<file path="src/rtl/itof.sv">
// Signed 32-bit integer to IEEE-754 single conversion; optional macro ITOF_RNE_EN selects round-to-nearest-even.
// Latency 3 cycles, one operand accepted per cycle; valid_in only tags data, result in y/valid_out.
// No backpressure: the pipeline advances every cycle and valid_out cannot be stalled.
module itof #(
    parameter int NSTAGE = 3
) (
    input  logic        clk,
    input  logic        rstn,
    input  logic [31:0] x,
    input  logic        valid_in,
    output logic [31:0] y,
    output logic        valid_out
);

    generate
        if (NSTAGE != 3) begin : g_nstage_chk
            $error("itof: only NSTAGE = 3 is supported");
        end
    endgenerate

    // ------------------------------------------------------------------
    // Stage 1: sign and magnitude. 0x80000000 negates to itself, which is
    // exactly the unsigned magnitude 2^31.
    // ------------------------------------------------------------------
    logic        s1_sign;
    logic [31:0] s1_abs;
    logic        s1_vld;

    always_ff @(posedge clk) begin
        if (!rstn) begin
            s1_sign <= 1'b0;
            s1_abs  <= '0;
            s1_vld  <= 1'b0;
        end else begin
            s1_sign <= x[31];
            s1_abs  <= x[31] ? (~x + 32'd1) : x;
            s1_vld  <= valid_in;
        end
    end

    // ------------------------------------------------------------------
    // Stage 2: locate the leading one and normalise.
    // ------------------------------------------------------------------
    logic [4:0] msb;
    logic [4:0] lzc;

    always_comb begin
        msb = '0;
        for (int i = 0; i < 32; i++) begin
            if (s1_abs[i]) msb = 5'(i);
        end
    end

    assign lzc = 5'd31 - msb;

    logic        s2_sign;
    logic [7:0]  s2_exp;
    logic        s2_zero;
    logic [30:0] s2_frac;   // hidden bit dropped; it is always 1 unless s2_zero
    logic        s2_vld;

    always_ff @(posedge clk) begin
        if (!rstn) begin
            s2_sign <= 1'b0;
            s2_exp  <= '0;
            s2_zero <= 1'b0;
            s2_frac <= '0;
            s2_vld  <= 1'b0;
        end else begin
            s2_sign <= s1_sign;
            s2_exp  <= 8'd127 + {3'd0, msb};
            s2_zero <= (s1_abs == 32'd0);
            s2_frac <= 31'(s1_abs << lzc);
            s2_vld  <= s1_vld;
        end
    end

    // ------------------------------------------------------------------
    // Stage 3: round and pack. Magnitudes up to 2^31 keep e <= 158, so
    // the exponent never reaches the Inf/NaN encoding.
    // ------------------------------------------------------------------
    logic [22:0] mant;
    logic        guard;
    logic        round_up;
    logic [23:0] mant_inc;
    logic [22:0] mant_out;
    logic [7:0]  exp_out;

    assign mant  = s2_frac[30:8];
    assign guard = s2_frac[7];

`ifdef ITOF_RNE_EN
    logic sticky;
    assign sticky   = |s2_frac[6:0];
    assign round_up = guard & (sticky | mant[0]);
`else
    // Half away from zero: the guard bit alone decides.
    assign round_up = guard;
`endif

    assign mant_inc = {1'b0, mant} + 24'd1;

    always_comb begin
        mant_out = mant;
        exp_out  = s2_exp;
        if (round_up) begin
            if (mant_inc[23]) begin
                mant_out = '0;
                exp_out  = s2_exp + 8'd1;
            end else begin
                mant_out = mant_inc[22:0];
            end
        end
    end

    always_ff @(posedge clk) begin
        if (!rstn) begin
            y         <= '0;
            valid_out <= 1'b0;
        end else begin
            y         <= s2_zero ? 32'd0 : {s2_sign, exp_out, mant_out};
            valid_out <= s2_vld;
        end
    end

endmodule
</file>
<file path="config.mk">
export PLATFORM = sky130hd
export DESIGN_NAME = itof
export DESIGN_NICKNAME = d
export VERILOG_FILES = /design/src/rtl/itof.sv
export SDC_FILE = /design/constraint.sdc
export NUM_CORES = 1
export LEC_CHECK = 0
export ABC_AREA = 1
export BUFFER_PORTS_ARGS = -buffer_cell sky130_fd_sc_hd__buf_2
export CAP_MARGIN = 20
export CORE_MARGIN = 3
export CORE_UTILIZATION = 33
export CTS_BUF_LIST = sky130_fd_sc_hd__clkbuf_4 sky130_fd_sc_hd__clkbuf_8
export CTS_CLUSTER_SIZE = 25
export DETAILED_ROUTE_END_ITERATION = 12
export GPL_TIMING_DRIVEN = 0
export PLACE_DENSITY_LB_ADDON = 0.25
export SETUP_SLACK_MARGIN = 0.3
export SYNTH_ARGS = -nofsm -noshare
export SYNTH_HDL_FRONTEND = slang
export SYNTH_SLANG_ARGS = --single-unit
</file>
<file path="constraint.sdc">
create_clock -name clk -period 2.9 [get_ports clk]
set_clock_uncertainty 0.2 [all_clocks]
set_input_delay 0 -clock clk [delete_from_list [all_inputs] [get_ports clk]]
set_output_delay 0 -clock clk [all_outputs]
set_load 0.03 [all_outputs]
</file>
# Word level (Yosys, flattened, before mapping)
# Index checks and enable logic that the tools add are counted.
[op_classes]
add_sub_neg = 5
n_shift = 1
mux = 36
bitwise = 2
reduce_logical = 3
[op_table]
columns = ["op", "n"]
rows = [
  ["2-to-1 mux 5 bit", 30],
  ["2-to-1 mux 23 bit", 2],
  ["adder 32 x 1 -> 32 bit (second input constant)", 1],
  ["logical NOT 32 bit", 1],
  ["inverter 32 bit", 1],
  ["left shift 32 x 5 -> 31 bit", 1],
  ["2-to-1 mux 31 bit", 1],
  ["adder 23 x 1 -> 24 bit (second input constant)", 1],
  ["2-to-1 mux 8 bit", 2],
  ["adder 7 x 5 -> 8 bit (first input constant)", 1],
  ["adder 8 x 1 -> 8 bit (second input constant)", 1],
  ["subtractor 5 bit (first input constant)", 1],
  ["AND reduction 2 bit", 1],
  ["OR reduction 2 bit", 1],
  ["2-to-1 mux 1 bit", 1],
  ["inverter 1 bit", 1],
]
[totals]
ff_bits = 109
input_bits = 35
output_inout_bits = 33
word_cells = 58

# Longest topological paths before layout
# Gate-level depths: netlist of run 1.
[logic_depth]
word_depth = 33
ltp_mapped = 38
depth_no_buf = 37

# Worst setup path after synthesis of run 1
# OpenSTA, ideal clock, no wires.
[synth_timing]
kind = "reg2reg"
startpoint = "reg s1_abs[2]"
endpoint = "reg s2_exp[4]"
setup_ns = 0.073
arrival_time_ns = 2.401
required_ns = 2.627
slack_ns = 0.226
path_stages_with_launch = 36
n_path_buf = 1
cell_sequence = "dfxtp_1 inv_1 nand2_1 nand2_1 nand2_1 nand2_1 nand2_1 nand2_1 nand2_1 nand2_1 nand2_1 nand2_1 nand2_1 nand2_1 nand2_1 nand2_1 nand2_1 nand2_1 nand2_1 nand2_1 nand2_1 nand2_1 nand2_1 nand2_1 nand2_1 nand2_1 nand2_1 nand2_1 nand2_1 nand2_2 nand2_4 buf_2 ha_1 nand2_1 nor4_1 o21bai_1"
[synth_between]
elab_chain_len = 31
[synth_lines]
columns = ["element", "line_no", "text"]
rows = [
  ["start: declaration", "26", "logic [31:0] s1_abs;"],
  ["start signal: assignment", "36", "s1_abs <= x[31] ? (~x + 32'd1) : x;"],
  ["2-to-1 mux 5 bit (30 in series)", "50", "if (s1_abs[i]) msb = 5'(i);"],
  ["adder 7 x 5 -> 8 bit", "71", "s2_exp <= 8'd127 + {3'd0, msb};"],
  ["end signal: assignment", "71", ""],
  ["end: declaration", "57", "logic [7:0] s2_exp;"],
]
# Every way passes these cells.
# A chain may end at the register's enable or synchronous reset.

# Worst setup path after layout of run 1
[layout_timing]
startpoint = "reg s1_abs[2]"
endpoint = "reg s2_frac[16]"
[layout_between]
elab_chain_len = 32
[layout_lines]
columns = ["element", "line_no", "text"]
rows = [
  ["2-to-1 mux 5 bit (30 in series)", "50", ""],
  ["subtractor 5 bit", "54", "assign lzc = 5'd31 - msb;"],
  ["left shift 32 x 5 -> 31 bit *", "73", "s2_frac <= 31'(s1_abs << lzc);"],
  ["end signal: assignment", "73", ""],
  ["end: declaration", "59", "logic [30:0] s2_frac;"],
]
# Every way passes the cells marked *; elsewhere a longest branch is shown, timed or not.

==> impl.org, run 1 <==
** GRT
- For this run the aggregate overflow at the end of global routing stands at 0.
- Entering global routing, the biggest net connects 18 pins.
- Global routing used 19.0% of the available tracks.
- The number of global-route vias before repair is 6182.
- The first global-routing pass estimated 30300 um of wire.
- The initial antenna violation count came to 0.

** Detailed routing
- Number of detailed-route iterations in the first pass :: 5
- In this run, the number of DRC markers left after iteration 0 of detailed routing was 376.
- The count of nets left with antenna violations once routing finished came out at 0.
- In the routed layout, each cell is associated on average with a via count of 5.03.
- Average routed wire per standard cell :: 14.7 um
- Total Wirelength :: 18900 um
- After detailed routing, the number of remaining DRC violations is 0.
- Across all layers, the routed design uses 6474 vias.

** Setup path
- Worst endpoint required time :: 3000 ps
- Maximum fanout along the worst path :: 8
- Startpoint of the lowest-slack register-to-register path :: s1_abs[2]
- Data arrives at the worst endpoint at 3090 ps.
- By instance count, the cell type seen most on the critical path is sky130_fd_sc_hd__nand2_1.
- On the worst path, the slowest cell contributes a delay of 340 ps.
- Reg-to-reg critical path endpoint :: s2_frac[16]
- The worst setup path is launched from a flop.
- Endpoint class of the critical path :: flop
- Across all register-to-register paths, the minimum setup slack is -90 ps.
- Following the worst setup path forward leads to its endpoint at s2_frac[16].
- The worst setup path is of the reg -> reg kind.
- Critical path's slowest cell :: sky130_fd_sc_hd__dfxtp_2
- Number of cell instances on the worst register-to-register path :: 37
- Worst setup path startpoint :: s1_abs[2]

** Power and ir drop
- In this run the static leakage power is 0.00371 uW.
- VDD sags by at most 0.217 mV.
- Net switching is 38.2% of the power.
- Cell-internal power :: 2450 uW
- Total power density per cell area :: 485 nW/um^2
- Switching pwr :: 1520 uW
- The clock network is responsible for 23.9% of the overall power.
- Relative contribution of sequential cells to total power :: 41.4%
- Logic pwr share :: 34.7%

** STA
- Worst hold slack :: 25.7 ps
- Post-route minimum period :: 2990 ps
- Aggregate negative setup slack :: -850 ps
- The final critical path takes up 103% of the cycle.
- Setup violations remaining at the end of the flow were counted as 21.
- Fin worst setup slack :: -94.4 ps
- Max Clk Rate :: 0.334 GHz
- Slew margin rel. :: 50.3%
- Setup repair after global routing could not meet its margin everywhere.
- Number of max-slew violations in the final report :: 0
- The final count of hold timing violations is 0.
- Least-Margin Pin Slew :: 745 ps

** Placed design
- Summing all placed instances gives a cell area of 6590 sq um.
- Post-Place Worst Slack :: -231 ps
- The HPWL after detailed placement is 14000 um.
- The count of buffers added on input and output ports is 66.
- RD Place Congestion :: 0.923

** Logic synthesis
- Netlist Area Pre-Place :: 5930 sq um
- By area the synthesized netlist is led by sky130_fd_sc_hd__dfxtp_1 34%, sky130_fd_sc_hd__nand3_1 17%, sky130_fd_sc_hd__nand2_1 10%.
- The synthesized design devotes to its leading area cell type 34.4% of total area.
- Sequential share of the synthesized area :: 34.4%
- Synthesized net count :: 939
- Counting distinct cell types in the post-synthesis netlist gives 39.
- Dividing the synthesized area by the synthesized cell count gives 6.59 sq um.
- After synthesis the netlist holds a flip-flop and latch count of 102.
- Yosys warning count :: 0
- Proportion of register bits with asynchronous set or reset after synthesis :: 0%
- Synthesis produced 900 cells.
- The biggest area contributor in the post-synthesis netlist is sky130_fd_sc_hd__dfxtp_1.
- Most used flip-flop cell after synthesis :: sky130_fd_sc_hd__dfxtp_1
- Number of enable-type register cells in the synthesized netlist :: 0

** Cells and area
- Counting the fill cells in the layout gives 1765.
- Area taken by flip-flops and latches :: 2050 sq um
- The multi-input combinational cells in the finished layout cover a total of 3940 sq um.
- Fin nets :: 1096
- Number of diodes :: 0
- Share of layout cells above drive strength 1 :: 29.6%
- Core utilization of the finished layout :: 47.0%
- Layout-stage area growth over the synthesis result :: 37.9%
- With fillers left out, the area of the finished cells amounts to 8180 sq um.

** Hold path
- Along the worst hold path, the cell count comes to 6.
- The worst hold path begins at x[5].
- The tightest min-delay check is of the in -> reg type.

** Run status
- Failing checks :: setup timing
- The flow ran to the end, but the final reports show violations.

** Floorplanning
- The floorplan step defined a die boundary enclosing 19600 sq um.
- Die X :: 140 um
- Starting density of the core :: 34.0%
- During I/O placement, the number of pins put on the boundary was 68.
- The floorplan has 48 rows.
- The core region is 17400 sq um.
- Vertical die dimension :: 140 um

** CTS
- Number of sinks driven by the clock tree :: 102
- Number of clock buffers inserted by TritonCTS :: 9
- Clock latency on the worst-skew pair :: 400 ps
- CTS built an H-tree with a depth of 3.
- The clock passes through at most 2 buffers.
- After clock tree synthesis, the clock-pin slew on the worst setup and hold paths is 110 ps.
- TritonCTS clock tree :: done
- Clock tree synthesis selected as its root buffer the cell sky130_fd_sc_hd__clkbuf_8.

** Run
- Number of max-cap violations :: 0
-- stage by stage --
stage / power (uW) / cells
after global routing: 4190 / 1287
after floorplan: 2470 / 900
after global placement: 2800 / 1191
after CTS: 3900 / 1276
final: 3970 / 1287
after detailed placement: 2800 / 1191
-- critical path: cells and delay by family, from the launching register on --
kind,cells,cell delay (ps)
flops,1,340
buf+inv,2,230
simple gates,35,2120
-- area by class of cell --
class                      count  area share, %
clock buffer                  10           1.61
inverter                     107           4.93
buffer                        37           2.91
sequential                   102           25.1
tap                          225           3.44
clock inverter                 6          0.857
multi-input combinational    654           48.1
timing repair buffer         146           13.1
-- routing by layer --
layer / track usage [%] / vias to the layer above / routed length [um]
met5: 0 / - / 0
met4: 6.78 / 0 / 364
met3: 2.59 / 26 / 737
met2: 33.7 / 171 / 9240
met1: 23.5 / 2944 / 8580
li1: - / 3333 / -
-- layout by cell type (no fill, tap or decap), types with 5 or more instances in the layout --
| cell | count |
|---|---|
| sky130_fd_sc_hd__nor3_1 | 31 |
| sky130_fd_sc_hd__nand2_1 | 149 |
| sky130_fd_sc_hd__and3_1 | 7 |
| sky130_fd_sc_hd__nor2_4 | 7 |
| sky130_fd_sc_hd__o21ai_1 | 5 |
| sky130_fd_sc_hd__a21oi_1 | 50 |
| sky130_fd_sc_hd__inv_2 | 9 |
| sky130_fd_sc_hd__dlygate4sd3_1 | 47 |
| sky130_fd_sc_hd__clkbuf_8 | 10 |
| sky130_fd_sc_hd__nor3b_1 | 7 |
| sky130_fd_sc_hd__buf_2 | 77 |
| sky130_fd_sc_hd__buf_4 | 34 |
| sky130_fd_sc_hd__nand3_1 | 125 |
| sky130_fd_sc_hd__nor3_2 | 8 |
| sky130_fd_sc_hd__nor2_2 | 12 |
| sky130_fd_sc_hd__buf_6 | 6 |
| sky130_fd_sc_hd__nand4_1 | 7 |
| sky130_fd_sc_hd__clkbuf_1 | 9 |
| sky130_fd_sc_hd__nand3_2 | 96 |
| sky130_fd_sc_hd__nor2_1 | 62 |
| sky130_fd_sc_hd__nand2_2 | 11 |
| sky130_fd_sc_hd__inv_1 | 96 |
| sky130_fd_sc_hd__dfxtp_1 | 96 |
| sky130_fd_sc_hd__dfxtp_2 | 5 |
| sky130_fd_sc_hd__o21ai_0 | 27 |
| sky130_fd_sc_hd__nor4_1 | 11 |
-- cell families (layout without fill, tap and decap cells) --
group / after synthesis / count (layout) / share of synthesized area (%)
fa+ha+maj: 4 / 4 / 0.844
compound gates: 100 / 100 / 9.03
flops: 102 / 102 / 34.4
xor+xnor: 4 / 4 / 0.591
simple gates: 546 / 546 / 44.9
buf+inv: 144 / 306 / 10.2
-- synthesized netlist by cell type, drive strengths merged, types with 7 or more instances --
cell    count
nor3       43
nor3b       7
nand3     222
buf        23
and3        7
nand2     162
o21ai      33
inv       105
nor4       16
nand4       7
nor2       81
dfxtp     102
a21oi      55
clkbuf     14
-- state kept, by name, indices dropped and copies added (netlist names), 8 cells and up --
| signal | flops |
|---|---|
| y | 32 |
| s2_frac | 24 |
| s2_exp | 8 |
| s1_abs | 32 |
-- power groups by stage --
stage	combinational [uW]	sequential (uW)	clock, uW
CTS	1290	1640	965
global route	1510	1660	1020
floorplan	741	1730	0
global placement	1130	1670	0
finish	1380	1640	946
detailed placement	1130	1670	0
-- worst min path at each step --
stage / to / slack (ps)
6_report: s1_abs[9] / 30
5_1_grt: s1_abs[9] / 70
4_1_cts: s1_abs[12] / 70
3_5_place_dp: s1_vld / -9
3_3_place_gp: s1_vld / -20
2_1_floorplan: s1_abs[31] / -120
-- timing repair --
item,CTS,global route
gates cloned,2,0
pin swaps,14,30
hold buffers,50,4
endpoints found under the setup margin,36,66
endpoints found under the hold margin,36,3
buffers inserted,17,12
resized for setup,84,90
(Power assumes the default switching activity.)
==> run 2: changes to the inputs <==
--- a/config.mk
+++ b/config.mk
@@ -14,7 +14,6 @@
 export CTS_CLUSTER_SIZE = 25
 export DETAILED_ROUTE_END_ITERATION = 12
 export GPL_TIMING_DRIVEN = 0
-export PLACE_DENSITY_LB_ADDON = 0.25
 export SETUP_SLACK_MARGIN = 0.3
 export SYNTH_ARGS = -nofsm -noshare
 export SYNTH_HDL_FRONTEND = slang
==> run 2 against run 1 <==
  * Via count increased by 2.4%
  * The flow still finishes with violations (setup timing)
  * Power increased by 5.6%
  * Sequential power about the same
  * Flip-flop and latch count unchanged
  * Design area increased by 7.5%
  * Cell count increased by 1.0%
  * Non-clock buffer count increased by 13
  * Highest routed layer unchanged
  * Largest cell class unchanged
==> impl.org, run 2 (same netlist as run 1, synthesis figures left out) <==
** Run status
- Result of the run: finished, violations left (unchanged).
- Failing checks :: setup timing (unchanged)

** Detailed routing
- The starting DRC count in detailed routing is 415 (was 376).
- The detailed-route vias per instance was 5.10 (was 5.03).
- The remaining design rule violation count came to 0 (unchanged).
- Antenna-violating nets left :: 0 (unchanged)
- Total Wirelength :: 19700 um (was 18900 um)
- Total vias in the final route :: 6630 (was 6474)
- Average routed wire per standard cell :: 15.2 um (was 14.7 um)
- The number of optimization iterations in the first detailed-route pass was 4 (was 5).

** Cells and area
- Registers with the highest flip-flop counts :: s1_abs: 32 flops, y: 32 flops, s2_frac: 24 flops (unchanged)
- Layout-stage area growth over the synthesis result :: 48.2% (was 37.9%)
- Commonest non-fill, non-tap cell in the layout :: sky130_fd_sc_hd__nand3_2 (was sky130_fd_sc_hd__nand2_1)
- Share of layout cells above drive strength 1 :: 37.5% (was 29.6%)
- Number of diodes :: 0 (unchanged)
- Fin area :: 8790 sq um (was 8180 sq um)
- Most frequent cells in the layout :: 143 x sky130_fd_sc_hd__nand3_2, 127 x sky130_fd_sc_hd__nand2_1, 96 x sky130_fd_sc_hd__dfxtp_1, 93 x sky130_fd_sc_hd__inv_1, 75 x sky130_fd_sc_hd__buf_2 (was 149 x sky130_fd_sc_hd__nand2_1, 125 x sky130_fd_sc_hd__nand3_1, 96 x sky130_fd_sc_hd__inv_1, 96 x sky130_fd_sc_hd__nand3_2, 96 x sky130_fd_sc_hd__dfxtp_1)
- The final cell count without fillers came to 1300 (was 1287).
- The final net count is 1109 (was 1096).

** GRT
- The global route total overflow is 0 (unchanged).
- The initial antenna violation count came to 0 (unchanged).
- Pin count of the biggest net entering global routing :: 19 (was 18)
- Wire length of the first global-routing pass :: 30700 um (was 30300 um)
- Via count of the first global-routing pass :: 6204 (was 6182)
- Total global-route track usage :: 19.1% (was 19.0%)

** Floorplanning
- The floorplan die area was 19600 sq um (unchanged).
- The number of top-level pins is 68 (unchanged).
- Die X :: 140 um (unchanged)
- Core footprint :: 17400 sq um (unchanged)
- The cell row count is 48 (unchanged).
- The height of the die came to 140 um (unchanged).
- Starting density of the core :: 34.0% (unchanged)

** Run
- The max-capacitance violation count is 0 (unchanged).

** Setup path
- The cell depth of the worst flop-to-flop path is 37 (unchanged).
- The required time at the worst-slack endpoint was 2980 ps (was 3000 ps).
- The largest stage delay on the critical path is 350 ps (was 340 ps).
- The classification of the worst setup path is reg -> reg (unchanged).
- The cell with the largest stage delay on the worst path is sky130_fd_sc_hd__dfxtp_2 (unchanged).
- Most common cell on crit path :: sky130_fd_sc_hd__nand2_1 (unchanged)
- Maximum fanout along the worst path :: 7 (was 8)
- The sort of element at the end of the critical path was a flop (unchanged).
- The critical path launch point type was a flop (unchanged).
- The signal arrival time at the worst endpoint is 3110 ps (was 3090 ps).

** CTS
- Number of clock buffers inserted by TritonCTS :: 9 (unchanged)
- The buffer type at the clock tree root was sky130_fd_sc_hd__clkbuf_8 (unchanged).
- The H-tree depth is 3 (unchanged).
- Number of sinks driven by the clock tree :: 102 (unchanged)
- The worst-case clock buffer depth came to 2 (unchanged).
- The clock insertion delay at the later pin of the skew report is 400 ps (about the same).
- CTS clock-pin slew for the worst setup and hold paths :: 120 ps (was 110 ps)
- The clock tree from TritonCTS is done (unchanged).

** STA
- Unrepaired setup endpoints after global routing: yes (unchanged).
- The maximum clock frequency is 0.329 GHz (was 0.334 GHz).
- The measured slew at the worst slew-check pin is 711 ps (was 745 ps).
- Aggregate negative setup slack :: -2190 ps (was -850 ps)
- The total of endpoints with negative setup slack in the final report is 27 (was 21).
- Post-route minimum period :: 3040 ps (was 2990 ps)
- Fin worst setup slack :: -136 ps (was -94.4 ps)
- Part of the cycle the worst path needs :: 105% (was 103%)
- The final count of hold timing violations came to 0 (unchanged).
- Number of max-slew violations in the final report :: 0 (unchanged)
- Slew margin rel. :: 52.4% (was 50.3%)

** Power and ir drop
- The sum of internal, switching and leakage power came to 4190 uW (was 3970 uW).
- Logic pwr share :: 37.6% (was 34.7%)
- Relative contribution of sequential cells to total power :: 39.3% (was 41.4%)
- The clock network fraction of total power came to 23.2% (was 23.9%).
- Switching pwr :: 1620 uW (was 1520 uW)
- Leakage power figure :: 0.00396 uW (was 0.00371 uW)
- The switching power share of the total was 38.8% (was 38.2%).
- The total power density per cell area came to 477 nW/um^2 (was 485 nW/um^2).
- Cell-internal power :: 2560 uW (was 2450 uW)
- The maximum VDD drop came to 0.278 mV (was 0.217 mV).

** Placed design
- RD Place Congestion :: 0.910 (was 0.923)
- IO Port Bufs :: 66 (unchanged)
- Placed cell count :: 1191 (unchanged)
- DP Area :: 6590 sq um (unchanged)
- The detailed placement HPWL was 13800 um (was 14000 um).

** Hold path
- HP Class :: in -> reg (unchanged)
- Cell depth of the worst hold path :: 6 (unchanged)
run 2: changes by cell type in the layout (fill, tap and decap cells not counted), sizes merged:
cell	previous run	this run
clkinv	2	3
buf	120	129
dlygate4sd3	47	51
inv	107	109
clkinvlp	3	0
run 2: routing by layer:
| layer | vias to the layer above | part of all wire [%] | global-route usage, % | routed length [um] |
|---|---|---|---|---|
| met2 | 193 | 49 | 33.4 | 9770 |
| li1 | 3369 | - | - | - |
| met5 | - | 0 | 0 | 0 |
| met4 | 0 | 2.9 | 6.73 | 563 |
| met3 | 40 | 4.2 | 2.63 | 826 |
| met1 | 3028 | 43 | 24.1 | 8580 |
run 2: critical path, delay by kind of cell (launching register included):
kind          cells  cell delay (ps)
simple gates     34             2000
flops             1              350
buf+inv           3              340
run 2: power groups by stage:
stage	registers [uW]	clock network (uW)	logic (uW)
2_1_floorplan	1730	0	741
3_3_place_gp	1670	0	1130
3_5_place_dp	1670	0	1130
4_1_cts	1640	988	1390
5_1_grt	1660	1040	1710
6_report	1640	971	1570
run 2: final cells by class:
cell class,instances,area (sq um)
buffer,37,256
clock buffer,10,138
clock inverter,6,73.8
fill,1728,8630
inverter,107,402
multi-input combinational,654,4360
sequential,102,2050
tap,225,282
timing repair buffer,159,1220
run 2: path summary, 6_finish.rpt:
path | start | to | slack, ps
setup reg to reg | s1_abs[2] | s2_frac[30] | -140
hold / removal | x[4] | s1_abs[5] | 2
setup / recovery | s1_abs[2] | s2_frac[30] | -140
hold reg to reg | s2_vld | valid_out | 220
run 2: repair_timing:
action,4_1_cts,5_1_grt
gates resized for setup,128,160
gates cloned,5,0
hold buffers,55,1
buffers inserted,18,17
hold endpoints to repair,36,1
setup endpoints to repair,34,70
pin swaps,27,64
run 2: per-stage QoR:
stage / util [%] / hold WS, ps / setup slack (ps)
global route: 50.5 / 41.8 / -502
global placement: 37.8 / -18.7 / -265
detailed placement: 37.8 / -12.8 / -236
floorplan: - / -124 / 297
finish: 50.5 / 2.40 / -136
CTS: 46.3 / 17.5 / -70.8
==> run 3: changes to the inputs <==
--- a/config.mk
+++ b/config.mk
@@ -7,7 +7,6 @@
 export LEC_CHECK = 0
 export ABC_AREA = 1
 export BUFFER_PORTS_ARGS = -buffer_cell sky130_fd_sc_hd__buf_2
-export CAP_MARGIN = 20
 export CORE_MARGIN = 3
 export CORE_UTILIZATION = 33
 export CTS_BUF_LIST = sky130_fd_sc_hd__clkbuf_4 sky130_fd_sc_hd__clkbuf_8
==> constraint.sdc (replaced) <==
create_clock -name clk -period 2.56 [get_ports clk]
set_clock_uncertainty 0.2 [all_clocks]
set_input_delay 0 -clock clk [delete_from_list [all_inputs] [get_ports clk]]
set_output_delay 0 -clock clk [all_outputs]
set_load 0.03 [all_outputs]
==> run 3 against run 2 <==
  * The flow finishes with violations (hold timing, setup timing)
  * Core utilization grew 3.3 points
  * Register-to-register slack lost 290 ps
  * Critical path depth shrank 3
  * Global-route usage is 1.1 points higher
  * Sequential power increased by 15%
  * First-iteration DRC count down 1.7%
  * Clock-buffer cell count increased by 1
  * Setup slack worse by 290 ps
  * Design area up 6.6%
  * Fmax grew 1.7%
  * Hold slack got worse by 32 ps
  * Largest cell class unchanged
==> impl.org, run 3 (same netlist as run 1, synthesis figures left out) <==
** Setup path
- The launching instance or port of the critical path is s1_abs[4] (was s1_abs[2]).
- The classification of the worst setup path is reg -> reg (unchanged).
- Endpoint class of the critical path :: flop (unchanged)
- End point of the critical path :: s2_frac[25] (was s2_frac[30])
- Slowest cell delay on critical path :: 380 ps (was 350 ps)
- The required time at the worst-slack endpoint came to 2700 ps (was 2980 ps).
- Worst endpoint data arrival time :: 3120 ps (was 3110 ps)
- The cell with the largest stage delay on the worst path was sky130_fd_sc_hd__dfxtp_4 (was sky130_fd_sc_hd__dfxtp_2).
- The maximum fanout encountered on the critical timing path came to 5 (was 7).
- The cell depth of the worst flop-to-flop path is 34 (was 37).
- The critical path launch point type was a flop (unchanged).
- The cell seen most often among critical-path stages is sky130_fd_sc_hd__nand2_1 (unchanged).
- The launch instance of the worst register-to-register path is s1_abs[4] (was s1_abs[2]).
- Reg-to-reg critical path endpoint :: s2_frac[25] (was s2_frac[30])
- Setup slack on the worst flop-to-flop path :: -430 ps (was -140 ps)

** Floorplanning
- Number of rows created at floorplan :: 48 (unchanged)
- Die Area :: 19600 sq um (unchanged)
- Die X :: 140 um (unchanged)
- Vertical die dimension :: 140 um (unchanged)
- Num ports :: 68 (unchanged)
- The initial cell density of the core came to 34.0% (unchanged).
- The core area was 17400 sq um (unchanged).

** STA
- Total of endpoints with negative setup slack in the final report :: 38 (was 27)
- The final worst-path setup slack is -427 ps (was -136 ps).
- Slew margin rel. :: 53.0% (was 52.4%)
- The setup total negative slack is -11470 ps (was -2190 ps).
- Unrepaired setup endpoints after global routing :: yes (unchanged)
- The worst hold margin was -29.5 ps (was 2.40 ps).
- The share of the clock period used by the worst path after layout came to 117% (was 105%).
- Hold Vio Cnt, Final :: 2 (was 0)
- The measured slew at the worst slew-check pin was 703 ps (was 711 ps).
- The number of max-slew violations in the final report is 0 (unchanged).
- The maximum clock frequency was 0.335 GHz (was 0.329 GHz).
- Post-route minimum period :: 2990 ps (was 3040 ps)

** Cells and area
- Registers with the highest flip-flop counts :: s1_abs: 32 flops, y: 32 flops, s2_frac: 24 flops (unchanged)
- Commonest non-fill, non-tap cell in the layout :: sky130_fd_sc_hd__nand3_2 (unchanged)
- Area taken by flip-flops and latches :: 2060 sq um (was 2050 sq um)
- The area growth from synthesis to layout was 57.9% (was 48.2%).
- Most frequent cells in the layout :: 146 x sky130_fd_sc_hd__nand3_2, 118 x sky130_fd_sc_hd__nand2_1, 90 x sky130_fd_sc_hd__dfxtp_1, 86 x sky130_fd_sc_hd__inv_1, 73 x sky130_fd_sc_hd__buf_2 (was 143 x sky130_fd_sc_hd__nand3_2, 127 x sky130_fd_sc_hd__nand2_1, 96 x sky130_fd_sc_hd__dfxtp_1, 93 x sky130_fd_sc_hd__inv_1, 75 x sky130_fd_sc_hd__buf_2)
- Multi-input logic area :: 4650 sq um (was 4360 sq um)
- Fin nets :: 1133 (was 1109)
- Share of layout cells above drive strength 1 :: 43.9% (was 37.5%)
- Number of diodes :: 0 (unchanged)
- Fill cell total of the finished layout :: 1588 (was 1728)

** Detailed routing
- The remaining design rule violation count was 0 (unchanged).
- Post-DR vias/cell :: 5.21 (was 5.10)
- Average routed wire per standard cell :: 16.1 um (was 15.2 um)
- Total vias in the final route :: 6894 (was 6630)
- The final wirelength is 21400 um (was 19700 um).
- Number of detailed-route iterations in the first pass :: 7 (was 4)
- Initial DRC Count :: 408 (was 415)
- The number of nets still failing antenna checks after routing was 0 (unchanged).

** Power and ir drop
- Total power of the final layout :: 4750 uW (was 4190 uW)
- Worst VDD drop :: 0.267 mV (was 0.278 mV)
- The total power density per cell area came to 507 nW/um^2 (was 477 nW/um^2).
- The static power due to leakage came to 0.00426 uW (was 0.00396 uW).

** GRT
- The largest net degree at the start of global routing is 17 (was 19).
- Total grt overflow :: 0 (unchanged)
- The global-route wire length before repair came to 32400 um (was 30700 um).
- Antenna violations before repair :: 0 (unchanged)
- Via count of the first global-routing pass :: 6510 (was 6204)
- Total global-route track usage :: 20.2% (was 19.1%)

** Placed design
- Estimated wirelength of the detail-placed design :: 13900 um (was 13800 um)
- RD Place Congestion :: 0.917 (was 0.910)
- The number of buffers added on ports is 66 (unchanged).

** CTS
- Number of sinks driven by the clock tree :: 102 (unchanged)
- TritonCTS clock tree :: done (unchanged)
- Clock latency on the worst-skew pair :: 400 ps (about the same)
- Number of clock buffers inserted by TritonCTS :: 9 (unchanged)
- Max Root-Sink Buffers :: 2 (unchanged)
- The H-tree depth is 3 (unchanged).
- The clock transition at the register clock pins on the worst setup and hold paths after CTS came to 110 ps (was 120 ps).
- The buffer type at the clock tree root was sky130_fd_sc_hd__clkbuf_8 (unchanged).

** Run status
- Failing checks :: hold timing, setup timing (was setup timing)
- Result of the run :: finished, violations left (unchanged)

** Hold path
- The class of the tightest hold or removal check is in -> reg (unchanged).

** Run
- Number of max-cap violations :: 0 (unchanged)
## run 3: worst min-delay path by stage
stage                     cells past startpoint    endpoint      from
after global routing                          5   s1_abs[9]      x[8]
after global placement                        3      s1_vld  valid_in
after floorplan                               1  s1_abs[31]     x[30]
final                                         5   s1_abs[9]      x[8]
after detailed placement                      3      s1_vld  valid_in
after CTS                                     4   s1_abs[1]      rstn
## run 3: report_power, final
group	internal, uW	switching, uW
combinational	659	1150
clock	476	578
sequential	1750	140
total	2890	1870
## run 3: critical path, delay by kind of cell, from the launching register on
kind                   cells  cell delay (ps)
AND/OR/NAND/NOR           32             2110
buffers and inverters      2              250
flip-flops                 1              380
## run 3: layer usage
metal | share of wire (%) | global-route usage, % | vias to the layer above
li1 | - | - | 3417
met1 | 41 | 24.3 | 3174
met2 | 51 | 35.8 | 251
met3 | 4.5 | 3.18 | 52
met4 | 3.6 | 8.21 | 0
met5 | 0 | 0 | -
## run 3: cell type report
type	count	area share, %
plain buffers	37	2.65
clock buffers	11	1.48
clock inverters	5	0.641
inverters	107	4.38
multi-input cells	654	49.7
flip-flops and latches	102	22.0
well taps	225	3.01
repair buffers	183	16.1
## run 3: repair_timing
action / CTS / global route
endpoints found under the setup margin: 55 / 82
hold endpoints to repair: 36 / 7
setup buffers: 45 / 21
cloned: 4 / 1
resized for setup: 169 / 205
pin swaps: 48 / 99
hold buffers: 47 / 7
## run 3: per-stage QoR
stage / setup WS [ps] / cells / area, sq um / utilization, %
5_1_grt: -718 / 1324 / 9360 / 53.8
4_1_cts: -415 / 1303 / 8410 / 48.3
6_report: -427 / 1324 / 9360 / 53.8
3_5_place_dp: -558 / 1191 / 6660 / 38.2
2_1_floorplan: -36.8 / 900 / 6050 / -
3_3_place_gp: -560 / 1191 / 6660 / 38.2
